<file path="config.mk">
export PLATFORM = sky130hd
export DESIGN_NAME = mux_key_with_default_flat
export DESIGN_NICKNAME = d
export VERILOG_FILES = /design/src/rtl/mux_key_with_default_if.sv /design/src/rtl/mux_key_with_default.sv /design/src/flat_wrapper.sv
export SDC_FILE = /design/constraint.sdc
export NUM_CORES = 1
export LEC_CHECK = 0
export ABC_AREA = 1
export BUFFER_PORTS_ARGS = -buffer_cell sky130_fd_sc_hd__buf_2
export CAP_MARGIN = 20
export CORE_AREA = 2 2 39 41
export DETAILED_ROUTE_END_ITERATION = 12
export DIE_AREA = 0 0 41 43
export PLACE_DENSITY_LB_ADDON = 0.08
export SLEW_MARGIN = 20
export SYNTH_ARGS = -nofsm -noshare
export SYNTH_HDL_FRONTEND = slang
export SYNTH_SLANG_ARGS = --single-unit
</file>
<file path="constraint.sdc">
create_clock -name clk -period 0.8 [get_ports clk]
set_input_delay 0 -clock clk [delete_from_list [all_inputs] [get_ports clk]]
set_output_delay 0 -clock clk [all_outputs]
set_load 0.02 [all_outputs]
</file>
<file path="src/rtl/mux_key_with_default_if.sv">
// Signal bundle for the key-lookup multiplexer: table, key and default in,
// combinational selection and its registered copy out.
interface mux_key_with_default_if #(
    parameter int NR_KEY   = 2,
    parameter int KEY_LEN  = 1,
    parameter int DATA_LEN = 1
);
    localparam int PAIR_LEN = KEY_LEN + DATA_LEN;
    localparam int IDX_W    = (NR_KEY > 1) ? $clog2(NR_KEY) : 1;

    logic [KEY_LEN-1:0]         key;
    logic [DATA_LEN-1:0]        default_out;
    logic [NR_KEY*PAIR_LEN-1:0] lut;
    logic                       en;
    logic [DATA_LEN-1:0]        out;
    logic                       hit;
    logic [IDX_W-1:0]           hit_idx;
    logic [DATA_LEN-1:0]        out_q;
    logic                       hit_q;
    logic [IDX_W-1:0]           idx_q;

    modport master (
        output key, default_out, lut, en,
        input  out, hit, hit_idx, out_q, hit_q, idx_q
    );

    modport slave (
        input  key, default_out, lut, en,
        output out, hit, hit_idx, out_q, hit_q, idx_q
    );
endinterface

</file>
<file path="src/rtl/mux_key_with_default.sv">
// Key-lookup multiplexer: highest-index matching {key,data} pair wins, else
// default_out. Zero-latency combinational result plus an enabled register copy.
module mux_key_with_default #(
    parameter int NR_KEY   = 2,
    parameter int KEY_LEN  = 1,
    parameter int DATA_LEN = 1
) (
    input logic                 clk,
    input logic                 rst,
    mux_key_with_default_if.slave bus
);
    localparam int PAIR_LEN = KEY_LEN + DATA_LEN;
    localparam int IDX_W    = (NR_KEY > 1) ? $clog2(NR_KEY) : 1;

    logic [DATA_LEN-1:0] sel_data;
    logic                sel_hit;
    logic [IDX_W-1:0]    sel_idx;

    // Ascending scan: a later (higher-index) match overwrites an earlier one,
    // so duplicates resolve to the highest index instead of OR-ing data.
    always_comb begin
        sel_data = bus.default_out;
        sel_hit  = 1'b0;
        sel_idx  = '0;
        for (int i = 0; i < NR_KEY; i++) begin
            if (bus.lut[PAIR_LEN*i+DATA_LEN +: KEY_LEN] == bus.key) begin
                sel_hit  = 1'b1;
                sel_idx  = IDX_W'(i);
                sel_data = bus.lut[PAIR_LEN*i +: DATA_LEN];
            end
        end
    end

    assign bus.out     = sel_data;
    assign bus.hit     = sel_hit;
    assign bus.hit_idx = sel_idx;

    always_ff @(posedge clk) begin
        if (rst) begin
            bus.out_q <= '0;
            bus.hit_q <= 1'b0;
            bus.idx_q <= '0;
        end else if (bus.en) begin
            bus.out_q <= sel_data;
            bus.hit_q <= sel_hit;
            bus.idx_q <= sel_idx;
        end
    end
endmodule

</file>
<file path="src/flat_wrapper.sv">
// flat-port wrapper written by rule: the top's interface ports become plain ports
module mux_key_with_default_flat 
#(
    parameter int NR_KEY   = 2,
    parameter int KEY_LEN  = 1,
    parameter int DATA_LEN = 1
)
  (clk, rst, bus_key, bus_default_out, bus_lut, bus_en, bus_out, bus_hit, bus_hit_idx, bus_out_q, bus_hit_q, bus_idx_q);
  mux_key_with_default_if #(.NR_KEY(NR_KEY), .KEY_LEN(KEY_LEN), .DATA_LEN(DATA_LEN)) bus_i ();
  input logic clk;
  input logic rst;
  input wire logic [$bits(bus_i.key)-1:0] bus_key;
  input wire logic [$bits(bus_i.default_out)-1:0] bus_default_out;
  input wire logic [$bits(bus_i.lut)-1:0] bus_lut;
  input wire logic [$bits(bus_i.en)-1:0] bus_en;
  output wire logic [$bits(bus_i.out)-1:0] bus_out;
  output wire logic [$bits(bus_i.hit)-1:0] bus_hit;
  output wire logic [$bits(bus_i.hit_idx)-1:0] bus_hit_idx;
  output wire logic [$bits(bus_i.out_q)-1:0] bus_out_q;
  output wire logic [$bits(bus_i.hit_q)-1:0] bus_hit_q;
  output wire logic [$bits(bus_i.idx_q)-1:0] bus_idx_q;
  assign bus_i.key = bus_key;
  assign bus_i.default_out = bus_default_out;
  assign bus_i.lut = bus_lut;
  assign bus_i.en = bus_en;
  assign bus_out = bus_i.out;
  assign bus_hit = bus_i.hit;
  assign bus_hit_idx = bus_i.hit_idx;
  assign bus_out_q = bus_i.out_q;
  assign bus_hit_q = bus_i.hit_q;
  assign bus_idx_q = bus_i.idx_q;
  mux_key_with_default #(.NR_KEY(NR_KEY), .KEY_LEN(KEY_LEN), .DATA_LEN(DATA_LEN)) u_core (.clk(clk), .rst(rst), .bus(bus_i));
endmodule
</file>
* After elaboration in Yosys (flattened, before gate mapping)
Index checks and enable logic that the tools add are counted.
** Word-level totals
- Bits in registers :: 3
- Bits of input ports :: 9
- Word-level logic and storage cells :: 10
** Operators by class
- Equal/unequal tests :: 2
- Mux-type cells :: 5
** Operator list (number)
- 2-to-1 mux 1 bit :: 5
- equality test 1 bit :: 2

* Depth between registers and ports, before layout
Gate-level depths: netlist (run 1).
- Depth in word-level cells :: 3
- Gate-level depth with buffers :: 8
- Mapped depth without buffers :: 8

* Least setup slack after synthesis (run 1)
Ideal clock, no wire load.
- Path type :: register to register
- From :: register, netlist name u_core.bus.hit_q
- To :: register u_core.bus.hit_q
- Stages on the path, launching flop included :: 5
- Buffers on the path :: 0
- Arrival time :: 0.661 ns
- Required time :: 0.744 ns
- Slack :: 0.083 ns
- Period minus slack after synthesis :: 0.717 ns
- Cells stage by stage :: dfxtp_1 nor2_1 nor2_1 o21ai_1 inv_1
** RTL lines
- end signal: assignment :: line mux_key_with_default.sv:45 : bus.hit_q <= sel_hit;
- end: declaration :: line mux_key_with_default_if.sv:29 : output out, hit, hit_idx, out_q, hit_q, idx_q

* Final worst setup path (run 1)
- From :: register u_core.bus.out_q
- To :: output bus_out_q
** RTL lines
- start: declaration :: line mux_key_with_default_if.sv:29
- start signal: assignment :: line mux_key_with_default.sv:44 : bus.out_q <= sel_data;
- end: declaration :: line flat_wrapper.sv:19 : output wire logic [$bits(bus_i.out_q)-1:0] bus_out_q;
No word-level cell between the ends.

==> out/results.tsv, run 1 <==
metric	value	unit
most area-hungry cell type in the Yosys netlist	sky130_fd_sc_hd__dfxtp_1	
Final nets	63	
type of element launching the critical path	flop	
number of enable-type register cells in the synthesized netlist	0	
leakage power total	0.000202	uW
Cells after Synth	35	
start point of the worst hold path	rst	
most common library cells after synthesis	sky130_fd_sc_hd__inv_1, sky130_fd_sc_hd__nand2_1, sky130_fd_sc_hd__nor2_1	
R2R Path Start	u_core.bus.hit_q	
FFs w/ async S/R, synth	0	
clock transition at the registers of the reported paths	0.03	ns
minimum setup slack among reg-to-reg paths	0.16	ns
max-slew headroom at the worst pin	0.911	
crit share post-route	0.880	
instance count along the most critical hold path	4	
RD Place Congestion	0.570	
leading cell types by total area after synthesis	sky130_fd_sc_hd__dfxtp_1, sky130_fd_sc_hd__inv_1, sky130_fd_sc_hd__nand2_1	
1st-pass router iterations	1	
worst r2r path cells	4	
Buf+Inv Stages, Crit Path	1	
areal power density over the cells	1820	nW/um2
count of warnings emitted by yosys	0	
setup repair after global routing missed its margin	false	
Resize count post-CTS	0	
Post-Route M1 WL	233	um
die footprint	1760	um2
status	finished, final reports clean	
die span in y	43	um
number of antenna violations at the first check in global routing	0	
number of unique standard cell types used by synthesis	11	
via count of the first global-routing pass	228	
final setup violation count	0	
sequential share of the synthesized area	0.294	
global-route wire length before repair	786	um
Data required, critical path	0.80	ns
number of CTS-inserted buffers	3	
width of the die	41	um
maximum clock skew at final layout	0	ns
P&R area growth vs syn	57.1	%
Max Clock Freq	1.42	GHz
grt ovf	0	
slowest stage cell on the critical path	sky130_fd_sc_hd__dfxtp_1	
HPWL reported at the end of detailed placement	428	um
routed length per placed instance	7.45	um
largest net degree at the start of global routing	6	
cell chain of the critical path	buf_2	
average instance area after synthesis	5.83	um2
Syn Std Cell Area	204	um2
terminating pin of the worst hold path	u_core.bus.out_q	
Crit path arrival time	0.70	ns
root buffer cell	sky130_fd_sc_hd__clkbuf_4	
post-DR vias/cell	3.54	
net count after synthesis	44	
Max Cap Violations	0	
vias after detailed routing	244	
Top Family by Delay on Critical Path	flip-flops	
detailed-routed wire length on met2	238	um
remaining number of nets flagged by the antenna check after routing	0	
metal3 WL	42	um
I/O pin total	15	
Slew @ Worst Pin	0.133	ns
count of routing violations after the opening detailed-route iteration	0	
maximum root-to-sink buffer count	2	
initial core utilization	0.147	
maximum resistive drop on vdd	0.000315	V
kind of capture point of the worst setup path	primary output	
worst-path maximum fanout	2	
class of the most critical setup path	flop to primary output	
fraction of layout cells with a size suffix above 1	0.434	
clock period minus worst slack	0.704	ns
DRC errors left	0	
total of flip-flops plus latches after synthesis	3	
clock tree sinks	3	
worst min-delay path class	input port to flop	
global-route total usage across every layer	0.0731	
Post-CTS Setup Bufs	0	
TritonCTS clock tree	built	
worst setup slack after layout	0.0957	ns
post-placement worst setup slack	0.0860	ns
crit-path max cell delay	0.31	ns
number of filler cells placed in the layout	171	
FF-to-FF End	u_core.bus.hit_q	
max-slew violations	0	
final wirelength	514	um
count of standard-cell rows	14	
hold buffers post-CTS	0	
port buffer count	14	
uppermost routed layer	met3	
H-tree depth	1	
final hold vios	0	
portion of synthesized cell area occupied by the leading cell type	0.294	
core footprint	1380	um2
final setup TNS	0	ns
worst-skew pair later-pin latency	0.23	ns
ys flop type	sky130_fd_sc_hd__dfxtp_1	
antenna fix cells	0	
-- through the flow --
stage / cells / hold slack [ns] / power, uW / util / cell area [um2]
3_3_place_gp: 65 / 0.292 / 325 / 0.212 / 294
2_1_floorplan: 35 / 0.147 / 263 / - / 204
5_1_grt: 69 / 0.0637 / 625 / 0.231 / 320
3_5_place_dp: 65 / 0.292 / 323 / 0.212 / 294
6_report: 69 / 0.0462 / 581 / 0.231 / 320
4_1_cts: 69 / 0.0459 / 599 / 0.231 / 320
-- report_power, final --
part / leakage [uW] / switching [uW] / total [uW] / internal [uW]
Clock: 0.0000150 / 75.4 / 262 / 187
Sequential: 0.0000250 / 4.72 / 167 / 163
Combinational: 0.000162 / 94.8 / 152 / 57.3
-- flip-flops by register name, indices dropped and copies added (netlist names) --
register / count
u_core.bus.idx_q: 1
u_core.bus.hit_q: 1
u_core.bus.out_q: 1
-- worst register-to-register path: cells and delay by family, from the launching register on --
family | cells | cell delay, ns
compound gates | 1 | 0.06
buf+inv | 1 | 0.04
flops | 1 | 0.30
simple gates | 2 | 0.14
-- cells in the final DEF (no fill, tap or decap), drive strengths merged --
master,n
buf,14
nand2,10
inv,9
nor2,6
nand3,4
clkbuf,4
dfxtp,3
o21ai,2
nand3b,1
-- cells by family after synthesis --
group,Yosys count,synth area share
and+or+nand+nor,21,0.491
DFF,3,0.294
AOI/OAI and AO/OA,2,0.0490
buffers and inverters,9,0.166
-- layer usage --
metal / track usage / vias to the layer above
met1: 0.0831 / 93
met4: 0.120 / 0
li1: - / 139
met2: 0.0906 / 12
met5: 0 / -
met3: 0 / 0
-- layout make-up --
class | instances | area, um2 | area share
Inverter | 9 | 33.8 | 0.105
Sequential cell | 3 | 60.1 | 0.188
Timing Repair Buffer | 14 | 70.1 | 0.219
Clock buffer | 4 | 26.3 | 0.0820
Tap cell | 16 | 20.0 | 0.0625
Multi-Input combinational cell | 23 | 110 | 0.344
-- worst max path at each step --
stage,slack [ns],from,depth (start not counted),endpoint
6_report,0.1,u_core.bus.out_q,1,bus_out_q
2_1_floorplan,0.08,u_core.bus.hit_q,4,u_core.bus.hit_q
3_3_place_gp,0.08,bus_key,9,u_core.bus.out_q
4_1_cts,0.08,u_core.bus.out_q,1,bus_out_q
5_1_grt,0.03,bus_key,7,bus_out
3_5_place_dp,0.09,bus_key,9,u_core.bus.out_q
Power figures use the tool's default switching activity.
==> run 2, diff against run 1 <==
--- a/config.mk
+++ b/config.mk
@@ -7,10 +7,11 @@
 export LEC_CHECK = 0
 export ABC_AREA = 1
 export BUFFER_PORTS_ARGS = -buffer_cell sky130_fd_sc_hd__buf_2
-export CAP_MARGIN = 20
 export CORE_AREA = 2 2 39 41
+export CTS_BUF_LIST = sky130_fd_sc_hd__clkbuf_16
 export DETAILED_ROUTE_END_ITERATION = 12
 export DIE_AREA = 0 0 41 43
+export HOLD_SLACK_MARGIN = 0.12
 export PLACE_DENSITY_LB_ADDON = 0.08
 export SLEW_MARGIN = 20
 export SYNTH_ARGS = -nofsm -noshare
==> run 2 against run 1 <==
Register-to-register slack is essentially flat. Clock power grew to 3.0 times the previous value. Power is 90% higher. Largest power group unchanged. Via count increased by 4.9%. Largest cell class unchanged. Clock skew unchanged. Sequential power hardly changed.
==> out/results.tsv, run 2 (synthesis gave the netlist of run 1 again) <==
metric	value	unit	change
status	finished, final reports clean		unchanged
start point of the worst hold path	bus_lut[2]		was rst
P&R area growth vs syn	98.8	%	was 57.1%
Post-CTS Setup Bufs	0		unchanged
final wirelength	558	um	was 514 um
I/O pin total	15		unchanged
number of CTS-inserted buffers	3		unchanged
minimum setup slack among reg-to-reg paths	0.16	ns	about the same
die footprint	1760	um2	unchanged
remaining number of nets flagged by the antenna check after routing	0		unchanged
most numerous cell on the critical path	sky130_fd_sc_hd__inv_1		
Max Cap Violations	0		unchanged
relative contribution of the clock network to total power	0.700		was 0.451
1st-pass router iterations	1		unchanged
WHS	0.0877	ns	was 0.0462 ns
FF-to-FF End	u_core.bus.hit_q		unchanged
maximum root-to-sink buffer count	2		unchanged
maximum resistive drop on vdd	0.000573	V	was 0.000315 V
terminating pin of the worst hold path	u_core.bus.out_q		unchanged
via count of the first global-routing pass	227		was 228
type of element launching the critical path	input port		was flop
global-route total usage across every layer	0.0762		was 0.0731
max-slew headroom at the worst pin	0.916		was 0.911
crit-path max cell delay	0.54	ns	was 0.31 ns
largest net degree at the start of global routing	6		unchanged
R2R Path Start	u_core.bus.hit_q		unchanged
initial core utilization	0.147		unchanged
cell chain of the critical path	buf_4 -> inv_1 -> dlygate4sd3_1 -> o21ai_1 -> inv_1		was buf_2
slowest stage cell on the critical path	sky130_fd_sc_hd__dlygate4sd3_1		was sky130_fd_sc_hd__dfxtp_1
HPWL reported at the end of detailed placement	428	um	unchanged
leakage power total	0.000243	uW	was 0.000202 uW
clock transition at the registers of the reported paths	0.03	ns	about the same
Top Registers	u_core.bus.hit_q x1, u_core.bus.idx_q x1, u_core.bus.out_q x1		unchanged
detailed-routed wire length on met2	215	um	was 238 um
uppermost routed layer	met4		was met3
Placed Instance Area	294	um2	unchanged
grt ovf	0		unchanged
metal3 WL	46	um	was 42 um
final setup violation count	0		unchanged
# placed instances	65		unchanged
worst min-delay path class	input port to flop		unchanged
port buffer count	14		unchanged
class of the most critical setup path	input port to flop		was flop to primary output
worst-skew pair later-pin latency	0.22	ns	was 0.23 ns
maximum clock skew at final layout	0	ns	unchanged
Final nets	66		was 63
Buf+Inv Stages, Crit Path	4		was 1
core footprint	1380	um2	unchanged
max-slew violations	0		unchanged
routed length per placed instance	7.75	um	was 7.45 um
switching power summed over all nets	231	uW	was 175 uW
clock tree sinks	3		unchanged
Data required, critical path	0.91	ns	was 0.80 ns
core occupancy in the finished layout	0.293		was 0.231
vias after detailed routing	256		was 244
area of all placed cells without fillers	405	um2	was 320 um2
clock period minus worst slack	0.732	ns	was 0.704 ns
internal power consumption	875	uW	was 407 uW
Slew @ Worst Pin	0.125	ns	was 0.133 ns
H-tree depth	1		unchanged
crit share post-route	0.914		was 0.880
number of filler cells placed in the layout	167		was 171
DRC errors left	0		unchanged
die span in y	43	um	unchanged
final setup TNS	0	ns	unchanged
final hold vios	0		unchanged
most frequent cells in the layout	sky130_fd_sc_hd__buf_2, sky130_fd_sc_hd__inv_1, sky130_fd_sc_hd__nand2_1, sky130_fd_sc_hd__nor2_1		unchanged
TritonCTS clock tree	built		unchanged
Crit path arrival time	0.85	ns	was 0.70 ns
share of total power in combinational logic	0.149		was 0.261
Top Family by Delay on Critical Path	buffers and inverters		was flip-flops
kind of capture point of the worst setup path	flop		was primary output
Net Sw Frac	0.209		was 0.301
worst-path maximum fanout	5		was 2
RD Place Congestion	0.570		unchanged
global-route wire length before repair	800	um	was 786 um
setup repair after global routing missed its margin	false		unchanged
width of the die	41	um	unchanged
post-DR vias/cell	3.56		was 3.54
areal power density over the cells	2730	nW/um2	was 1820 nW/um2
antenna fix cells	0		unchanged
final non-filler cell total	72		was 69
instance count along the most critical hold path	5		was 4
Post-Route M1 WL	272	um	was 233 um
worst r2r path cells	4		unchanged
root buffer cell	sky130_fd_sc_hd__clkbuf_16		was sky130_fd_sc_hd__clkbuf_4
most frequent standard cell in the layout excluding fill and tap cells	sky130_fd_sc_hd__buf_2		unchanged
number of antenna violations at the first check in global routing	0		unchanged
sequential cell fraction of total power	0.151		was 0.288
count of standard-cell rows	14		unchanged
fraction of layout cells with a size suffix above 1	0.411		was 0.434
count of routing violations after the opening detailed-route iteration	0		unchanged
Max Clock Freq	1.37	GHz	was 1.42 GHz
## run 2: changes by cell type in the layout (fill, tap and decap cells not counted), sizes merged
| cell | before | now |
|---|---|---|
| clkbuf | 4 | 3 |
| dlygate4sd3 | 0 | 3 |
| inv | 9 | 10 |
## run 2: layout make-up
cell class / instances / area [um2] / share of cell area
sequential: 3 / 60.1 / 0.148
clock inverter: 1 / 3.75 / 0.00926
timing repair buffer: 17 / 103 / 0.253
clock buffer: 3 / 75.1 / 0.185
tap: 16 / 20.0 / 0.0494
inverter: 9 / 33.8 / 0.0833
multi-input combinational: 23 / 110 / 0.272
## run 2: through the flow
stage	setup WS (ns)	total power (uW)
2_1_floorplan	0.0826	263
3_3_place_gp	0.0822	325
3_5_place_dp	0.0860	323
4_1_cts	0.0134	1120
5_1_grt	0.0199	1160
6_report	0.0685	1110
## run 2: metal layers
metal  vias to the layer above  GRT usage
li1                        145          -
met1                        95     0.0863
met2                        14     0.0875
met3                         2     0.0157
met4                         0      0.120
met5                         -          0
## run 2: how the worst max path moves through the flow
stage                       end              from  slack (ns)  cells past startpoint
2_1_floorplan  u_core.bus.hit_q  u_core.bus.hit_q        0.08                      4
3_3_place_gp   u_core.bus.out_q           bus_key        0.08                      9
3_5_place_dp   u_core.bus.out_q           bus_key        0.09                      9
4_1_cts        u_core.bus.hit_q            bus_en        0.01                      5
5_1_grt        u_core.bus.hit_q            bus_en        0.02                      5
6_report       u_core.bus.hit_q            bus_en        0.07                      5
## run 2: worst register-to-register path, cell delays in order (launching register included)
cell	delay, ns
sky130_fd_sc_hd__dfxtp_1	0.29
sky130_fd_sc_hd__nor2_1	0.09
sky130_fd_sc_hd__nor2_1	0.05
sky130_fd_sc_hd__o21ai_1	0.06
sky130_fd_sc_hd__inv_1	0.04
## run 2: power groups by stage
stage | registers (uW) | logic [uW] | clock network [uW]
finish | 168 | 164 | 775
CTS | 168 | 166 | 790
global placement | 170 | 155 | 0
detailed placement | 170 | 154 | 0
floorplan | 185 | 77.5 | 0
global route | 169 | 185 | 801
## run 2: timing repair
item | in CTS | in global routing
resized for setup | 0 | 1
hold buffers | 3 | 0
hold endpoints to repair | 3 | 0
endpoints found under the setup margin | 0 | 1
==> run 3, diff against run 2 <==
--- a/config.mk
+++ b/config.mk
@@ -5,14 +5,13 @@
 export SDC_FILE = /design/constraint.sdc
 export NUM_CORES = 1
 export LEC_CHECK = 0
-export ABC_AREA = 1
 export BUFFER_PORTS_ARGS = -buffer_cell sky130_fd_sc_hd__buf_2
 export CORE_AREA = 2 2 39 41
 export CTS_BUF_LIST = sky130_fd_sc_hd__clkbuf_16
 export DETAILED_ROUTE_END_ITERATION = 12
 export DIE_AREA = 0 0 41 43
 export HOLD_SLACK_MARGIN = 0.12
-export PLACE_DENSITY_LB_ADDON = 0.08
+export PLACE_DENSITY = 0.38
 export SLEW_MARGIN = 20
 export SYNTH_ARGS = -nofsm -noshare
 export SYNTH_HDL_FRONTEND = slang
==> run 3 against run 2 <==
The flow now finishes with violations (negative setup slack). Utilization is 7.3 points higher. Register-to-register slack worse by 0.02 ns. Final area is 25% higher. Power is 8.0% higher. Synthesized cell count is 34% lower. Area after synthesis is 2.5% higher. Critical path depth stayed put. Clock-buffer cell count stayed put. Largest power group unchanged.
==> out/results.tsv, run 3 <==
metric	value	unit	change
worst r2r path cells	1		was 4
P&R area growth vs syn	143	%	was 98.8%
R2R Path Start	u_core.bus.out_q		was u_core.bus.hit_q
Cells after Synth	23		was 35
RD Place Congestion	0.635		was 0.570
terminating pin of the worst hold path	u_core.bus.hit_q		was u_core.bus.out_q
max-slew violations	0		unchanged
max-slew headroom at the worst pin	0.825		was 0.916
class of the most critical setup path	input port to primary output		was input port to flop
number of unique standard cell types used by synthesis	15		was 11
final setup violation count	1		was 0
fraction of layout cells with a size suffix above 1	0.604		was 0.411
areal power density over the cells	2360	nW/um2	was 2730 nW/um2
Net Sw Frac	0.215		was 0.209
slowest stage cell on the critical path	sky130_fd_sc_hd__and4bb_2		was sky130_fd_sc_hd__dlygate4sd3_1
largest net degree at the start of global routing	7		was 6
total power	1190	uW	was 1110 uW
die footprint	1760	um2	unchanged
maximum resistive drop on vdd	0.00123	V	was 0.000573 V
vias after detailed routing	282		was 256
width of the die	41	um	unchanged
worst setup slack after layout	-0.0172	ns	was 0.0685 ns
most frequent cells in the layout	sky130_fd_sc_hd__buf_2, sky130_fd_sc_hd__buf_4, sky130_fd_sc_hd__inv_1, sky130_fd_sc_hd__clkbuf_16, sky130_fd_sc_hd__dfxtp_1		was sky130_fd_sc_hd__buf_2, sky130_fd_sc_hd__inv_1, sky130_fd_sc_hd__nand2_1, sky130_fd_sc_hd__nor2_1
switching power summed over all nets	256	uW	was 231 uW
clock tree sinks	3		unchanged
port buffer count	14		unchanged
most area-hungry cell type in the Yosys netlist	sky130_fd_sc_hd__dfxtp_1		unchanged
crit share post-route	1.02		was 0.914
maximum clock skew at final layout	0	ns	unchanged
worst-path maximum fanout	6		was 5
worst-skew pair later-pin latency	0.22	ns	about the same
TritonCTS clock tree	built		unchanged
internal power consumption	938	uW	was 875 uW
Top Registers	u_core.bus.hit_q x1, u_core.bus.idx_q x1, u_core.bus.out_q x1		unchanged
cell chain of the critical path	buf_6 -> and4bb_2 -> a211oi_2 -> o21a_1 -> buf_6		was buf_4 -> inv_1 -> dlygate4sd3_1 -> o21ai_1 -> inv_1
DRC errors left	0		unchanged
start point of the worst hold path	bus_en		was bus_lut[2]
remaining number of nets flagged by the antenna check after routing	0		unchanged
Syn Std Cell Area	209	um2	was 204 um2
minimum setup slack among reg-to-reg paths	0.14	ns	was 0.16 ns
ys flop type	sky130_fd_sc_hd__dfxtp_1		unchanged
setup repair after global routing missed its margin	true		was false
number of enable-type register cells in the synthesized netlist	0		unchanged
portion of synthesized cell area occupied by the leading cell type	0.287		was 0.294
Crit path arrival time	0.82	ns	was 0.85 ns
clock transition at the registers of the reported paths	0.03	ns	about the same
most common library cells after synthesis	sky130_fd_sc_hd__dfxtp_1, sky130_fd_sc_hd__inv_1		was sky130_fd_sc_hd__inv_1, sky130_fd_sc_hd__nand2_1, sky130_fd_sc_hd__nor2_1
root buffer cell	sky130_fd_sc_hd__clkbuf_16		unchanged
Max Cap Violations	0		unchanged
instance count along the most critical hold path	4		was 5
net count after synthesis	32		was 44
Slew @ Worst Pin	0.259	ns	was 0.125 ns
most frequent standard cell in the layout excluding fill and tap cells	sky130_fd_sc_hd__buf_2		unchanged
final setup TNS	-0.0172	ns	was 0 ns
Max Clock Freq	1.22	GHz	was 1.37 GHz
leading cell types by total area after synthesis	sky130_fd_sc_hd__dfxtp_1, sky130_fd_sc_hd__and4bb_2, sky130_fd_sc_hd__nor4b_1		was sky130_fd_sc_hd__dfxtp_1, sky130_fd_sc_hd__inv_1, sky130_fd_sc_hd__nand2_1
core footprint	1380	um2	unchanged
post-placement worst setup slack	-0.177	ns	was 0.0860 ns
final non-filler cell total	64		was 72
worst min-delay path class	input port to flop		unchanged
sequential share of the synthesized area	0.287		was 0.294
final wirelength	775	um	was 558 um
crit-path max cell delay	0.23	ns	was 0.54 ns
most numerous cell on the critical path	sky130_fd_sc_hd__buf_6		was sky130_fd_sc_hd__inv_1
# placed instances	55		was 65
type of element launching the critical path	input port		unchanged
status	complete, but fails checks		was finished, final reports clean
kind of capture point of the worst setup path	primary output		was flop
routed length per placed instance	12.1	um	was 7.75 um
number of CTS-inserted buffers	3		unchanged
global-route wire length before repair	1.05	mm	was 800 um
Data required, critical path	0.80	ns	was 0.91 ns
count of warnings emitted by yosys	0		unchanged
initial core utilization	0.151		was 0.147
die span in y	43	um	unchanged
1st-pass router iterations	2		was 1
FFs w/ async S/R, synth	0		unchanged
sequential cell fraction of total power	0.142		was 0.151
global-route total usage across every layer	0.0982		was 0.0762
average instance area after synthesis	9.08	um2	was 5.83 um2
Final nets	58		was 66
violated checks	negative setup slack		
I/O pin total	15		unchanged
leakage power total	0.000241	uW	was 0.000243 uW
count of routing violations after the opening detailed-route iteration	5		was 0
WHS	0.119	ns	was 0.0877 ns
clock period minus worst slack	0.817	ns	was 0.732 ns
count of standard-cell rows	14		unchanged
maximum root-to-sink buffer count	2		unchanged
via count of the first global-routing pass	273		was 227
total of flip-flops plus latches after synthesis	3		unchanged
share of total power in combinational logic	0.202		was 0.149
relative contribution of the clock network to total power	0.657		was 0.700
post-DR vias/cell	4.41		was 3.56
number of antenna violations at the first check in global routing	0		unchanged
antenna fix cells	0		unchanged
final hold vios	0		unchanged
grt ovf	0		unchanged
H-tree depth	1		unchanged
FF-to-FF End	u_core.bus.out_q		was u_core.bus.hit_q
## run 3: through the flow
| step | cell area, um2 | utilization |
|---|---|---|
| 2_1_floorplan | 220 | - |
| 3_3_place_gp | 325 | 0.235 |
| 3_5_place_dp | 325 | 0.235 |
| 4_1_cts | 507 | 0.366 |
| 5_1_grt | 507 | 0.366 |
| 6_report | 507 | 0.366 |
## run 3: layer usage
metal,share of wire,vias to the layer above,GRT usage
li1,-,137,-
met1,0.41,126,0.105
met2,0.43,17,0.128
met3,0.14,2,0.0471
met4,0.015,0,0.100
met5,0,-,0
## run 3: logic make-up (layout without fill, tap and decap cells)
kind of cell	count (synthesis)	in the layout	share of synthesized area
and+or+nand+nor	9	9	0.335
buffers and inverters	3	28	0.0539
AOI/OAI and AO/OA	6	6	0.234
muxes	1	1	0.0479
xor gates and xnor gates	1	1	0.0419
DFF	3	3	0.287
## run 3: layout make-up
cell class | count | area, um2
clock buffer | 3 | 75.1
clock inverter | 1 | 3.75
fill | 144 | 877
inverter | 3 | 11.3
multi-input combinational | 17 | 166
sequential | 3 | 60.1
tap | 16 | 20.0
timing repair buffer | 21 | 170
## run 3: what timing repair did
action,in CTS,in global routing
resized for setup,14,0
hold buffers,2,0
endpoints found under the hold margin,2,0
pin swaps,2,0
buffers inserted,3,0
setup endpoints to repair,1,1
## run 3: worst max-delay path, delay by kind of cell
family / cells / cell delay, ns
AND/OR/NAND/NOR: 1 / 0.23
buffers and inverters: 2 / 0.23
AO/OA/AOI/OAI: 2 / 0.36
## run 3: worst max path at each step
stage | from | slack [ns] | to | cells past startpoint
2_1_floorplan | bus_key | 0.03 | u_core.bus.out_q | 3
3_3_place_gp | bus_lut[3] | -0.12 | bus_out | 5
5_1_grt | bus_key | -0.08 | bus_out | 5
6_report | bus_lut[1] | -0.02 | bus_out | 5
4_1_cts | bus_key | -0.01 | bus_out | 5
3_5_place_dp | bus_lut[3] | -0.18 | bus_out | 5
## run 3: power groups by stage
stage          combinational, uW  sequential (uW)  clock, uW
4_1_cts                      239              169        792
2_1_floorplan               79.8              185          0
3_5_place_dp                 177              171          0
3_3_place_gp                 175              170          0
6_report                     241              169        785
5_1_grt                      254              170        814
